File: config.mk
export PLATFORM = sky130hd
export DESIGN_NAME = mem_port_arbiter
export DESIGN_NICKNAME = d
export VERILOG_FILES = /design/src/rtl/mem_port_arbiter.sv
export SDC_FILE = /design/constraint.sdc
export NUM_CORES = 1
export LEC_CHECK = 0
export ABC_AREA = 1
export CAP_MARGIN = 0
export CORE_MARGIN = 2
export CORE_UTILIZATION = 39
export CTS_CLUSTER_DIAMETER = 80
export DETAILED_ROUTE_END_ITERATION = 7
export HOLD_SLACK_MARGIN = 0.08
export PLACE_DENSITY = 0.9
export SLEW_MARGIN = 25
export SYNTH_ARGS = -nofsm -noshare
export SYNTH_HDL_FRONTEND = slang
export SYNTH_SLANG_ARGS = --single-unit
File: constraint.sdc
create_clock -name clk -period 9.8 [get_ports clk]
set_input_delay 1.96 -clock clk [delete_from_list [all_inputs] [get_ports clk]]
set_output_delay 1.96 -clock clk [all_outputs]
set_load 0.02 [all_outputs]
File: src/rtl/mem_port_arbiter.sv
// Two-master round-robin arbiter for the data-side memory write port and read port 2.
// Supports locked bursts capped at MAX_BURST while the other master waits; read data is registered.
module mem_port_arbiter #(
   parameter int unsigned ADDR_WIDTH = 10,
   parameter int unsigned MAX_BURST  = 4
) (
   input  logic                  clk,
   input  logic                  rst,
   input  logic                  m0_req,
   input  logic                  m0_wr,
   input  logic                  m0_lock,
   input  logic [ADDR_WIDTH-1:0] m0_addr,
   input  logic [31:0]           m0_wdata,
   input  logic                  m1_req,
   input  logic                  m1_wr,
   input  logic                  m1_lock,
   input  logic [ADDR_WIDTH-1:0] m1_addr,
   input  logic [31:0]           m1_wdata,
   output logic                  m0_gnt,
   output logic                  m1_gnt,
   output logic                  m0_rvalid,
   output logic                  m1_rvalid,
   output logic [31:0]           m0_rdata,
   output logic [31:0]           m1_rdata,
   output logic [ADDR_WIDTH-1:0] mem_Waddr,
   output logic [ADDR_WIDTH-1:0] mem_Raddr,
   output logic                  mem_Wren,
   output logic                  mem_Rden,
   output logic [31:0]           mem_Wdata,
   input  logic [31:0]           mem_Rdata
);

   localparam int unsigned CW  = 4;
   localparam int unsigned CW1 = CW + 1;
   localparam logic [CW-1:0] MAX_CNT = CW'(MAX_BURST);

   typedef enum logic [1:0] {
      IDLE  = 2'd0,
      HOLD0 = 2'd1,
      HOLD1 = 2'd2
   } state_t;

   state_t                r_state, w_next_state;
   logic                  r_last, w_next_last;
   logic [CW-1:0]         r_cnt, w_next_cnt;
   logic [CW1-1:0]        w_cnt_inc;
   logic [CW-1:0]         w_new_cnt;
   logic                  w_gnt0, w_gnt1, w_gnt_any;
   logic                  w_sel_wr, w_sel_lock, w_other_req;
   logic [ADDR_WIDTH-1:0] w_sel_addr;
   logic [31:0]           w_sel_wdata;
   logic                  r_m0_rvalid, r_m1_rvalid;
   logic [31:0]           r_m0_rdata, r_m1_rdata;

   // State register: FSM state, most recent grantee and burst count
   always_ff @(posedge clk or posedge rst) begin
      if (rst) begin
         r_state <= IDLE;
         r_last  <= 1'b1;
         r_cnt   <= '0;
      end else begin
         r_state <= w_next_state;
         r_last  <= w_next_last;
         r_cnt   <= w_next_cnt;
      end
   end

   // Next-state logic; a forced release returns to IDLE where r_last favours the waiter
   always_comb begin
      w_next_state = r_state;
      w_next_last  = r_last;
      w_next_cnt   = r_cnt;
      w_cnt_inc    = CW1'(r_cnt) + CW1'(1);
      w_new_cnt    = (w_cnt_inc >= CW1'(MAX_BURST)) ? MAX_CNT : w_cnt_inc[CW-1:0];
      if (w_gnt_any) begin
         w_next_last = w_gnt1;
      end
      case (r_state)
         HOLD0, HOLD1: begin
            if (!w_gnt_any || !w_sel_lock || ((w_new_cnt >= MAX_CNT) && w_other_req)) begin
               w_next_state = IDLE;
               w_next_cnt   = '0;
            end else begin
               w_next_cnt = w_new_cnt;
            end
         end
         default: begin
            if (w_gnt_any && w_sel_lock && !((MAX_BURST == 32'd1) && w_other_req)) begin
               w_next_state = w_gnt1 ? HOLD1 : HOLD0;
               w_next_cnt   = CW'(1);
            end
         end
      endcase
   end

   // Output logic: grants and memory drive from the granted master, all zero in reset
   always_comb begin
      w_gnt0 = 1'b0;
      w_gnt1 = 1'b0;
      if (!rst) begin
         case (r_state)
            HOLD0:   w_gnt0 = m0_req;
            HOLD1:   w_gnt1 = m1_req;
            default: begin
               if (m0_req && m1_req) begin
                  w_gnt0 = r_last;
                  w_gnt1 = !r_last;
               end else begin
                  w_gnt0 = m0_req;
                  w_gnt1 = m1_req;
               end
            end
         endcase
      end
      w_gnt_any   = w_gnt0 | w_gnt1;
      w_sel_wr    = w_gnt1 ? m1_wr    : m0_wr;
      w_sel_lock  = w_gnt1 ? m1_lock  : m0_lock;
      w_sel_addr  = w_gnt1 ? m1_addr  : m0_addr;
      w_sel_wdata = w_gnt1 ? m1_wdata : m0_wdata;
      w_other_req = w_gnt1 ? m0_req   : m1_req;
      mem_Wren    = w_gnt_any & w_sel_wr;
      mem_Rden    = w_gnt_any & ~w_sel_wr;
      mem_Waddr   = mem_Wren ? w_sel_addr  : '0;
      mem_Wdata   = mem_Wren ? w_sel_wdata : '0;
      mem_Raddr   = mem_Rden ? w_sel_addr  : '0;
   end

   // Read return: capture asynchronous memory data at the granting edge
   always_ff @(posedge clk or posedge rst) begin
      if (rst) begin
         r_m0_rvalid <= 1'b0;
         r_m1_rvalid <= 1'b0;
         r_m0_rdata  <= '0;
         r_m1_rdata  <= '0;
      end else begin
         r_m0_rvalid <= w_gnt0 & ~m0_wr;
         r_m1_rvalid <= w_gnt1 & ~m1_wr;
         if (w_gnt0 && !m0_wr) begin
            r_m0_rdata <= mem_Rdata;
         end
         if (w_gnt1 && !m1_wr) begin
            r_m1_rdata <= mem_Rdata;
         end
      end
   end

   assign m0_gnt    = w_gnt0;
   assign m1_gnt    = w_gnt1;
   assign m0_rvalid = r_m0_rvalid;
   assign m1_rvalid = r_m1_rvalid;
   assign m0_rdata  = r_m0_rdata;
   assign m1_rdata  = r_m1_rdata;

endmodule

# Yosys cells after proc, flatten, opt, wreduce, memory -nomap -nowiden
# Cells that the tools add are included.
# word_totals
regBits	73
latchBits	0
ramBits	0
mem_bits_ro	0
input_bits	124
output_inout_bits	122
word_cells	58
memories	0
# classes
addsub	1
mul	0
div_mod_pow	0
magnitude_cmp	2
n_eq_ne	3
n_shift	0
mux	22
bitwise_logic	8
reduce_logical	15
# ops
op	count
$mux W32	2
$mux W10	3
$mux W4	4
$mux W2	4
$mux W1	7
$add A4 B1 Y5 const B	1
$ge A5 B3 Y1 const B	1
$logic_and A1 B1 Y1	5
$logic_not A1 Y1	5
$and A1 B1 Y1	4
$ge A4 B3 Y1 const B	1
$pmux W1 S2	2
$not A1 Y1	3
$eq A2 B1 Y1 const B	1
$eq A2 B2 Y1 const B	1
$logic_or A1 B1 Y1	2
$ne A2 B2 Y1 const B	1
$reduce_and A2 Y1	1
$reduce_bool A2 Y1	1
$reduce_or A2 Y1	1
$or A1 B1 Y1	1

# Depth between registers and ports, before layout
# depth
depth_word	10
mapped_depth	13
depth_no_buf	12

# Worst setup path after synthesis
# Ideal clock, no wire load.
# synth_timing
path_kind	input-to-output
startpoint	input rst
endpoint	output mem_Waddr[0]
arrival_ns	4.971
path_slack_ns	2.869
cell_stages	11
n_path_buf	2
cell_sequence	inv_1 > nand2_1 > nor2_4 > nand2_2 > buf_6 > nand2_4 > inv_2 > nor2_8 > inv_4 > buf_6 > nor2_1
# synth_via
elab_chain_len	4
word_cells_on_any_way	7
# synth_rtl
element	line_no	rtl
start: declaration	8	input logic rst,
$mux W1	100	if (!rst) begin
$or A1 B1 Y1 / $mux W1 (equally long branches)	115, 116	
$and A1 B1 Y1 (*)	121	mem_Wren = w_gnt_any & w_sel_wr;
via mem_Wren	27	output logic mem_Wren,
$mux W10 (*)	123	mem_Waddr = mem_Wren ? w_sel_addr : '0;
end: declaration	25	output logic [ADDR_WIDTH-1:0] mem_Waddr,
# Mark *: on every way through the listed nets, which the timed path passes. The rest lies on a longest branch.

# Worst setup path in the final report
# layout_timing
startpoint	input m1_req
endpoint	output mem_Waddr[9]
# layout_via
elab_chain_len	7
word_cells_on_any_way	12
# layout_rtl
element	line_no	rtl
start: declaration	14	input logic m1_req,
$logic_and A1 B1 Y1	105	if (m0_req && m1_req) begin
$mux W1	105	
$pmux W1 S2	101	case (r_state)
$mux W1	100	
$or A1 B1 Y1 / $mux W1 (equally long branches)	115, 116	
$and A1 B1 Y1	121	
$mux W10 (*)	123	
# Mark *: on every way between the ends. The rest lies on a longest branch, timed or not.

==> flow_metrics.py <==
metrics = {
    "outcome": {
        "status": "completed",
    },
    "pwr": {
        "powerDensity_mw_per_mm2": 273,
        "p_int_mw": 1.04,
        "power_frac_comb_pct": 53.8,
        "seq_power_share_pct": 30.0,
        "p_clk_share_pct": 16.2,
        "swShare_pct": 41.0,
        "ir_worst_vdd_mv": 0.109,
        "leakagePower_nw": 2.95,
        "switchingPower_mw": 0.723,
    },
    "synthesis": {
        "avgSynthCellArea_sq_um": 8.24,
        "synth_ff_type": "dfrtp_1",
        "netlist_instances": 455,
        "synth_top_area_share_pct": 48.1,
        "async_flop_share_pct": 100,
        "ys_types": 29,
        "synth_top_area_cell": "dfrtp_1",
        "yosys-top-cells-area": "dfrtp_1 (48%), nand2_1 (15%), a21oi_2 (7.0%)",
        "synth.net_count": 583,
        "yosysSeqAreaShare_pct": 48.8,
        "synth_edf_count": 0,
        "ys_seq_elements": 73,
        "yosysMostFrequentCell": "nand2_1",
        "yosysWarningCount": 0,
        "yosys-top-cells-count": "nand2_1 (148), dfrtp_1 (72), inv_1 (45)",
        "netlist_area_sq_mm": 0.00375,
    },
    "cells_and_area": {
        "multiInputGateArea_sq_mm": 0.00157,
        "seq_area_sq_mm": 0.00183,
        "antenna-diode-count": 0,
        "layout-drive-gt1-share_pct": 9.26,
        "areaGrowthSynthToFinish_pct": 72.3,
        "fillers": 718,
        "final_util_pct": 69.6,
        "final_nets": 814,
    },
    "setup_path": {
        "path_class": "in2out",
        "startpoint_type": "input port",
        "crit_path_max_fanout": 48,
        "slowest_delay_ns": 0.74,
        "crit_slowest_cell": "nand2_2",
        "worstPathCellList": "clkdlybuf4s50_1 -> nand4_2 -> nand2_2 -> inv_2 -> o21ai_4 -> nor2_8 -> inv_4 -> nor2_1 -> clkdlybuf4s50_1",
        "crit_path_frequent_cell": "clkdlybuf4s50_1",
        "cp.arrival_ns": 5.47,
        "cp-end-kind": "output port",
        "r2r_slack_ns": 6.97,
        "critical_path_buf_inv_count": 4,
        "crit_required_ns": 7.84,
        "path_delay_family": "buffers and inverters",
    },
    "drt": {
        "first_pass_iters": 5,
        "wl_per_cell_microns": 15.7,
        "drt-total-wl_microns": 12900,
        "vias": 3947,
        "drt_iter0_drc": 160,
        "vias_per_cell": 4.81,
        "drc_errors": 0,
        "ant_nets": 0,
    },
    "cts": {
        "tritoncts": "built",
        "clk_latency_ns": 0.34,
        "holdBufCountCts": 0,
        "clkSlewWorstSetupHoldPaths_ns": 0.07,
        "root_buffer": "clkbuf_8",
        "cts.repair.resized": 0,
        "htree_levels": 3,
        "numClockSinks": 73,
        "postCtsSetupBuffers": 0,
        "clockBufferDepth": 2,
        "cts_made_buffers": 9,
    },
    "sta": {
        "tns_ns": 0,
        "fin_crit_sh_pct": 75.8,
        "fmax_mhz": 135,
        "skew_ns": 0.0115,
        "setup_viol": 0,
        "relSlewSlack_pct": 34.0,
        "post-route-min-period_ns": 7.43,
        "report.final.slew_viol_count": 0,
        "hold_viol": 0,
        "worstMarginPinSlew_ns": 0.986,
        "rsz0062_at_grt": "no",
    },
    "die": {
        "start_util_pct": 40.4,
        "core_sq_mm": 0.00928,
        "io_pins": 246,
        "row_count": 35,
        "fp.dieArea_sq_mm": 0.0104,
        "die_height_microns": 102,
        "die_x_microns": 102,
    },
    "place": {
        "place.gp.congestion": 0.898,
        "dp_hpwl_microns": 10100,
        "portBuffers": 245,
    },
    "global_route": {
        "grt-ovfl-total": 0,
        "globalRouteTotalUtil_pct": 24.0,
        "grt_pass1_wl_microns": 19100,
        "antenna_found_initial": 0,
        "grt_pass1_vias": 3924,
        "grt_max_degree": 75,
    },
    "hold_path": {
        "hp-class": "reg2reg",
    },
    "flow_run": {
        "maxCapViolCount": 0,
    },
}
-- cell families (layout without fill, tap and decap cells) --
group	Yosys count	count (layout)	synth area share, %
DFF	73	73	48.8
muxes	10	10	2.67
AOI/OAI and AO/OA	100	100	16.7
buffers and inverters	75	311	9.25
and+or+nand+nor	193	193	21.3
adders and majority gates	4	4	1.34
-- sequential cells by signal, indices dropped and copies added, names as in the netlist --
signal and cells:
r_last 1, m1_rvalid 1, m0_rvalid 1, m1_rdata 32, r_state 2, m0_rdata 32
r_cnt 4
-- worst reg2reg max path, stage by stage, from the launching register on --
cell and delay (ns):
dfrtp_1 0.38, inv_1 0.06, ha_1 0.39, nor2_2 0.16, nor2_4 0.06, nand2_2 0.71, or2_4 0.69, nand2_1 0.18
o21ai_0 0.12
-- area by class of cell --
| class | count | share of cell area (%) |
|---|---|---|
| clock buffers | 9 | 1.92 |
| clock inverters | 7 | 1.92 |
| inverters | 49 | 2.89 |
| multi-input cells | 307 | 24.4 |
| flip-flops and latches | 73 | 28.3 |
| well taps | 129 | 2.50 |
| repair buffers | 246 | 38.1 |
-- per-layer routing --
layer	global-route usage, %	vias up	part of all wire (%)
li1	-	1889	-
met1	25.1	1846	35
met2	44.9	187	54
met3	6.50	25	7.8
met4	10.2	0	3.1
met5	0	-	0
-- cells in the final DEF, fill, tap and decap left out, types with 9 or more instances in the layout --
cell type	n
dfrtp_1	72
clkbuf_8	9
nor2_1	25
clkdlybuf4s50_1	245
inv_1	44
mux2i_1	10
o21ai_1	25
a21oi_2	30
o21ai_0	41
nand2_1	148
-- per-stage QoR --
step	cells	power (mW)	worst slack (ns)	area (sq um)	hold slack, ns
finish	820	1.76	2.37	6460	0.489
detailed placement	804	1.48	2.36	6210	0.472
CTS	820	1.78	2.35	6460	0.491
global placement	804	1.45	2.44	6210	0.466
global route	820	1.87	2.10	6460	0.513
floorplan	455	1.02	2.87	3750	0.463
-- path summary, 6_finish.rpt --
kind	start	to	depth (start not counted)
max reg2reg	r_state[0]	m1_rdata[18]	8
max	m1_req	mem_Waddr[9]	9
min in group asynchronous	rst	m0_rdata[5]	3
min reg2reg	m0_rdata[9]	m0_rdata[9]	2
max in group asynchronous	rst	m0_rdata[20]	3
min	m0_rdata[9]	m0_rdata[9]	2
-- power groups by stage --
stage | sequential [mW] | clock (mW) | combinational (mW)
3_3_place_gp | 0.522 | 0 | 0.924
4_1_cts | 0.527 | 0.290 | 0.958
3_5_place_dp | 0.532 | 0 | 0.951
5_1_grt | 0.545 | 0.306 | 1.02
2_1_floorplan | 0.679 | 0 | 0.337
6_report | 0.529 | 0.287 | 0.949
(Power assumes the default switching activity.)
